**config.mk**
```make
export PLATFORM = sky130hd
export DESIGN_NAME = gf277_inverse
export DESIGN_NICKNAME = d
export VERILOG_FILES = /design/src/rtl/gf277_inverse.sv
export SDC_FILE = /design/constraint.sdc
export NUM_CORES = 1
export LEC_CHECK = 0
export CELL_PAD_IN_SITES_DETAIL_PLACEMENT = 1
export CELL_PAD_IN_SITES_GLOBAL_PLACEMENT = 2
export CORE_UTILIZATION = 37
export CTS_CLUSTER_SIZE = 12
export DETAILED_ROUTE_END_ITERATION = 12
export GPL_TIMING_DRIVEN = 0
export PLACE_DENSITY = 0.82
export RECOVER_POWER = 50
export SYNTH_ARGS = -nofsm -noshare
export SYNTH_HDL_FRONTEND = slang
export SYNTH_SLANG_ARGS = --single-unit
```
**constraint.sdc**
```tcl
create_clock -name clk -period 16.27 [get_ports clk]
set_clock_uncertainty 0.05 [all_clocks]
set_input_delay 4.0675 -clock clk [delete_from_list [all_inputs] [get_ports clk]]
set_output_delay 4.0675 -clock clk [all_outputs]
set_load 0.02 [all_outputs]
```
**src/rtl/gf277_inverse.sv**
```systemverilog
// Fermat inverse in GF(277): a^275 mod 277 by MSB-first square-and-multiply,
// one Barrett-reduced modular multiply per clock.
module gf277_inverse (
    input  logic       clk,
    input  logic       rst_n,
    input  logic       in_valid,
    output logic       in_ready,
    input  logic [8:0] din_a,
    output logic       out_valid,
    input  logic       out_ready,
    output logic [8:0] dout_inv,
    output logic       dout_zero
);

    localparam logic [1:0] IDLE = 2'd0;
    localparam logic [1:0] SQR  = 2'd1;
    localparam logic [1:0] MUL  = 2'd2;
    localparam logic [1:0] DONE = 2'd3;

    localparam logic [8:0]  EXP   = 9'd275;
    localparam logic [8:0]  MOD9  = 9'd277;
    localparam logic [17:0] MOD18 = 18'd277;
    localparam logic [18:0] MU    = 19'd946;

    logic [1:0] state;
    logic [8:0] r;
    logic [8:0] a;
    logic [3:0] idx;

    logic [8:0]  mul_b;
    logic [16:0] prod;
    logic [8:0]  q_est;
    logic [17:0] rem0;
    logic [17:0] rem1;
    logic [17:0] rem2;
    logic [8:0]  mul_res;
    logic        last_step;

    assign in_ready  = (state == IDLE);
    assign out_valid = (state == DONE);
    assign last_step = (idx == 4'd0);

    // Barrett estimate undershoots the true quotient by at most two.
    always_comb begin
        mul_b   = (state == MUL) ? a : r;
        prod    = {8'b0, r} * {8'b0, mul_b};
        q_est   = 9'((19'(prod[16:8]) * MU) >> 10);
        rem0    = {1'b0, prod} - 18'(q_est) * MOD18;
        rem1    = (rem0 >= MOD18) ? rem0 - MOD18 : rem0;
        rem2    = (rem1 >= MOD18) ? rem1 - MOD18 : rem1;
        mul_res = 9'(rem2);
    end

    always_ff @(posedge clk or negedge rst_n) begin
        if (!rst_n) begin
            state     <= IDLE;
            r         <= 9'd0;
            a         <= 9'd0;
            idx       <= 4'd0;
            dout_inv  <= 9'd0;
            dout_zero <= 1'b0;
        end else begin
            unique case (state)
                IDLE: begin
                    if (in_valid) begin
                        a     <= (din_a >= MOD9) ? din_a - MOD9 : din_a;
                        r     <= 9'd1;
                        idx   <= 4'd8;
                        state <= SQR;
                    end
                end
                SQR: begin
                    r <= mul_res;
                    if (EXP[idx]) begin
                        state <= MUL;
                    end else if (last_step) begin
                        state     <= DONE;
                        dout_inv  <= mul_res;
                        dout_zero <= (a == 9'd0);
                    end else begin
                        idx <= idx - 4'd1;
                    end
                end
                MUL: begin
                    r <= mul_res;
                    if (last_step) begin
                        state     <= DONE;
                        dout_inv  <= mul_res;
                        dout_zero <= (a == 9'd0);
                    end else begin
                        idx   <= idx - 4'd1;
                        state <= SQR;
                    end
                end
                DONE: begin
                    if (out_ready) begin
                        state <= IDLE;
                    end
                end
                default: state <= IDLE;
            endcase
        end
    end

endmodule

```
**Yosys cells after proc, flatten, opt, wreduce, memory -nomap -nowiden**

Memory sizes are Yosys's and may differ from the RTL's.
Index checks and enable logic that the tools add are counted.

- Order comparisons: 4
- Add/subtract/negate cells: 5
- Reduce and logical (&&, ||, !) cells: 12
- $mul: 3
- Multiplexer cells: 23
- Equality and inequality tests: 7

Operators by type and width:

| kind | count |
|---|---|
| $mux W9 | 6 |
| $ge A18 B9 Y1 const B | 2 |
| $mul A9 B9 Y18 const B | 2 |
| $pmux W9 S2 | 2 |
| $mux W18 | 1 |
| $sub A17 B18 Y18 | 1 |
| $sub A18 B9 Y18 const B | 1 |
| $sub A9 B9 Y9 const B | 2 |
| $mul A9 B9 Y17 | 1 |
| $mux W4 | 3 |
| $pmux W4 S3 | 1 |
| $mux W2 | 5 |
| $ge A9 B9 Y1 const B | 1 |
| $logic_not A9 Y1 | 1 |
| $pmux W2 S4 | 1 |
| $reduce_and A2 Y1 | 3 |
| $reduce_and A3 Y1 | 2 |
| $lt A4 B5 Y1 const B | 1 |
| $eq A2 B2 Y1 const B | 2 |
| $logic_not A4 Y1 | 1 |
| $ne A2 B2 Y1 const B | 2 |
| $reduce_bool A2 Y1 | 2 |
| $sub A4 B1 Y4 const B | 1 |
| $mux W1 | 3 |
| other kinds (7) | 7 |

- Memories kept: 1
- Output and inout port bits: 12
- Input port bits: 13
- Word-level logic and storage cells: 61
- Bits in registers: 34
- Memory bits (read-only): 16

Memory list:

| name | depth | bits a word | read ports | clocked after Yosys merged registers in | wr ports | RTL line | source |
|---|---|---|---|---|---|---|---|
| (no name shown) | 16 | 1 | 1 | 0 | 0 | 74 | `if (EXP[idx]) begin` |

**Logic depth before layout (Yosys ltp)**

- Depth after elaboration: 13
- Gate-level depth with buffers: 75
- Gate-level depth less buffers: 73

**Least setup slack after synthesis**

OpenSTA, ideal clock, no wires.

- Path kind: reg-to-reg
- From: register state[0]
- To: register r[6]
- Arrival time: 15.429 ns
- Path buffers: 2
- Setup time: 0.122 ns
- Path slack: 0.669 ns
- Stages on the path, launching flop included: 69
- Cells stage by stage: dfrtp_1 > inv_1 > ha_1 > buf_1 > mux2i_1 > nand2b_1 > fa_1 > fa_1 > inv_1 > fa_1 > inv_1 > fa_1 > inv_1 > ha_1 > o211ai_1 > o211a_1 > nor2_1 > o21ai_0 > (+33 left out) > a21oi_1 > nor2b_1 > a31oi_1 > a21boi_0 > xor2_1 > nand4_1 > nor4_4 > nand3_1 > xnor2_1 > inv_1 > ha_1 > inv_1 > o221a_2 > o211a_1 > o21ba_2 > o21ai_4 > or3_1 > a32o_1

- Cells in the longest elaborated chain, start to end: 11

Ends and longest elaborated chain:

| item | RTL line | source |
|---|---|---|
| start, declared | 25 | `logic [1:0] state;` |
| start signal, assigned | 56 | `state <= IDLE;` |
| start signal, assigned | 69 | `state <= SQR;` |
| start signal, assigned | 75 | `state <= MUL;` |
| $eq A2 B2 Y1 | 45, 63 |  |
| $mux W9 | 45 | `mul_b = (state == MUL) ? a : r;` |
| $mul A9 B9 Y17 | 46 | `prod = {8'b0, r} * {8'b0, mul_b};` |
| $mul A9 B9 Y18 | 47 | `q_est = 9'((19'(prod[16:8]) * MU) >> 10);` |
| $mul A9 B9 Y18 | 48 | `rem0 = {1'b0, prod} - 18'(q_est) * MOD18;` |
| $sub A17 B18 Y18 | 48 |  |
| $sub A18 B9 Y18 / $ge A18 B9 Y1 (equally long branches) | 49 | `rem1 = (rem0 >= MOD18) ? rem0 - MOD18 : rem0;` |
| $mux W18 | 49 |  |
| $ge A18 B9 Y1 / $sub A9 B9 Y9 (equally long branches) | 50 | `rem2 = (rem1 >= MOD18) ? rem1 - MOD18 : rem1;` |
| $mux W9 | 50 |  |
| $pmux W9 S2 | 63 | `unique case (state)` |
| end signal, assigned | 73 | `r <= mul_res;` |
| end signal, assigned | 85 | `r <= mul_res;` |
| end, declared | 26 | `logic [8:0] r;` |

Several ways; a longest one is shown, not always the timed one.
A chain may end at the register's enable or synchronous reset.

**Worst setup path after layout**

Ends and elaborated chain as after synthesis.

==> flow_metrics.tcl <==
set metrics [dict create \
    r2r_cells 66 \
    synth_xor_area_frac 0.0647 \
    cp.arrival_ns 15.65 \
    fmax_mhz 64.4 \
    fill_cells 2699 \
    drtAntennaViolNets 0 \
    tns_ns 0 \
    track_usage 0.195 \
    place_congestion 0.820 \
    syn2layout_area_growth_pct 17.1 \
    dieHeight_um 155 \
    crit_path_end_kind "register" \
    drv_cap 1 \
    r2r-end "r[6]" \
    grt-ovfl-total 0 \
    dr.pass1.iters 4 \
    syn_nets 1256 \
    path_delay_family "adder cells" \
    finalInstanceArea_um2 10100 \
    worstPathRequired_ns 16.39 \
    ys_dominant_reg_cell "dfrtp_1" \
    violations "max-capacitance violations, max-slew violations" \
    drc 0 \
    hold_path_class "register to register" \
    max_stage_delay_ns 0.56 \
    grt_pass1_vias 7417 \
    synth_mux_area_frac 0.0217 \
    synth-async-reset-ratio 1.00 \
    place_area_um2 9270 \
    holdBufCountCts 0 \
    clock_path_buffers 2 \
    io_pins 25 \
    cts_sinks 34 \
    hold_path_end "dout_inv[2]" \
    numPortBuffers 24 \
    hold_viol_final 0 \
    cts-root-buf "clkbuf_16" \
    status "finished, violations left" \
    wl_per_cell_um 16.0 \
    syn_area_per_cell_um2 8.52 \
    grt_max_degree 35 \
    routed_wl_mm 22.3 \
    syn_area_um2 8640 \
    synth_top_family_by_area "adder cells" \
    maxSlewViolCount 35 \
    path_class "register to register" \
    netlist_instances 1014 \
    vias 7144 \
    period_share 0.954 \
    min_period_ns 15.53 \
    core_area_um2 22800 \
    die-area_um2 24000 \
    cts_buffers 5 \
    start_kind "register" \
    hold_slack_ns 0.435 \
    layout-drive-gt1-share 0.112 \
    worstHoldPathCells 2 \
    cp_common_cell "inv_1" \
    antenna_cells 0 \
    r2r-start "state[0]" \
    ff2ff_setup_slack_ns 0.74 \
    clock_latency_ns 0.28 \
    drt-vias-per-instance 5.13 \
    postSynthRegisterBits 34 \
    grt_pass1_wl_mm 37.5 \
    cts.clk_slew.worst_paths_ns 0.06 \
    num_rows 55 \
    fin_ws_ns 0.742 \
    start_util 0.379 \
    yosysWarnings 0 \
    critPathMaxFanout 7 \
    crit_slowest_cell "fa_1" \
    pre_cts_slack_ns -1.82 \
    synth_compound_area_frac 0.155 \
    grt_antenna_before_repair 0 \
    h-tree-depth 2 \
    slew_headroom -0.253 \
    cts_tree "done" \
    hold_start "dout_inv[2]" \
    yosys.area_share.adder 0.411 \
    synth_edf_count 0 \
    drt_iter0_markers 224 \
    synth_simple_gate_area_frac 0.157 \
    crit_buf_inv 13 \
    seq_area_frac_synth 0.0985 \
    nets 1321 \
    synth.distinct_cells 73 \
    fp.dieW_um 155 \
    setup_viol 0 \
    max_slew.worst_pin.slew_ns 1.88 \
    dpl.hpwl_mm 18.2 \
]
## layout make-up
| class | count | area (um2) | area share |
|---|---|---|---|
| Inverter | 195 | 732 | 0.0724 |
| Buffer | 15 | 76.3 | 0.00755 |
| Multi-Input combinational cell | 769 | 7380 | 0.730 |
| Timing Repair Buffer | 59 | 518 | 0.0512 |
| Tap cell | 313 | 392 | 0.0387 |
| Clock inverter | 3 | 40.0 | 0.00396 |
| Clock buffer | 5 | 125 | 0.0124 |
| Sequential cell | 34 | 852 | 0.0842 |
## worst reg2reg max path, delay by kind of cell, from the launching register on
family	cells	cell delay, ns
AO/OA/AOI/OAI	22	3.67
multiplexers	2	0.68
XOR/XNOR	4	0.81
adder cells (fa/ha/maj)	17	6.99
AND/OR/NAND/NOR	8	1.77
buffers and inverters	13	1.04
flip-flops	1	0.45
## what timing repair did
action,CTS,global route
gates cloned,0,1
pin swaps,7,13
resized for setup,41,39
endpoints found under the setup margin,18,18
buffers inserted,21,13
## cell families after synthesis
logic type | count (synthesis)
flip-flops | 34
multiplexers | 18
adder cells (fa/ha/maj) | 230
AND/OR/NAND/NOR | 259
AO/OA/AOI/OAI | 199
XOR/XNOR | 63
buffers and inverters | 211
## placed cells by master, fill, tap and decap left out, types with 7 or more instances in the layout
cell type	netlist	routed
inv_1	193	192
ha_1	139	134
fa_1	90	90
nand2_1	72	72
nor2_1	44	41
o21ai_0	41	40
nor2b_1	41	39
buf_4	1	34
dfrtp_1	34	33
xnor2_1	38	32
a21oi_1	40	31
nand2b_1	28	28
xor2_1	24	21
clkdlybuf4s50_1	0	19
a21o_1	17	17
nand3_1	18	17
and2_1	15	15
clkbuf_1	12	12
o211ai_1	12	12
o21a_1	11	10
a211oi_1	10	9
a31oi_1	9	8
nor3_1	9	8
o21ai_1	7	7
## how the worst max path moves through the flow
stage | cells past startpoint | from | slack (ns) | endpoint
2_1_floorplan | 68 | state[0] | 0.67 | r[6]
3_3_place_gp | 69 | state[0] | -1.80 | r[6]
3_5_place_dp | 69 | state[0] | -1.82 | r[6]
4_1_cts | 68 | state[0] | 0.01 | r[6]
5_1_grt | 66 | state[0] | -0.0003 | r[6]
6_report | 66 | state[0] | 0.74 | r[6]
## through the flow
| stage | util | std cells |
|---|---|---|
| 3_3_place_gp | 0.407 | 1351 |
| 6_report | 0.444 | 1393 |
| 5_1_grt | 0.444 | 1393 |
| 2_1_floorplan | - | 1014 |
| 3_5_place_dp | 0.407 | 1351 |
| 4_1_cts | 0.431 | 1380 |
## state kept, by name (all words and copies together) (netlist names)
register,cells
dout_inv,9
a,9
r,9
idx,4
state,2
dout_zero,1
## synthesized netlist by cell type (4+ instances only)
library cell	instances	area [um2]
dfrtp_1	34	851
fa_1	90	1800
clkbuf_1	12	45.0
o21a_1	11	82.6
and3_1	6	37.5
nand4_1	4	25.0
xor2_1	24	210
nand3_1	18	90.1
o21ai_1	7	35.0
nor2_1	44	165
o21bai_1	10	75.1
o21ai_0	41	205
and2_1	15	93.8
a31oi_1	9	56.3
a21o_1	17	128
nand2b_1	28	175
a211oi_1	10	75.1
nand3b_1	4	30.0
mux2i_1	12	120
o211ai_1	12	90.1
xnor2_1	38	333
inv_1	193	724
nand2_1	72	270
mux2_2	5	56.3
ha_1	139	1740
o211a_1	4	40.0
nor3_1	9	45.0
a21oi_1	40	200
nor2b_1	41	257
## routing by layer
metal / vias to the layer above / GRT usage / share of wire / routed length, um
met2: 77 / 0.332 / 0.48 / 10800
met1: 3574 / 0.275 / 0.49 / 10900
met5: - / 0 / 0 / 0
met3: 13 / 0.0177 / 0.022 / 483
li1: 3480 / - / - / -
met4: 0 / 0.0179 / 0.0057 / 127
Power is not shown: default switching activity piles up to over one toggle a cycle in this logic, so the estimate is an artifact.
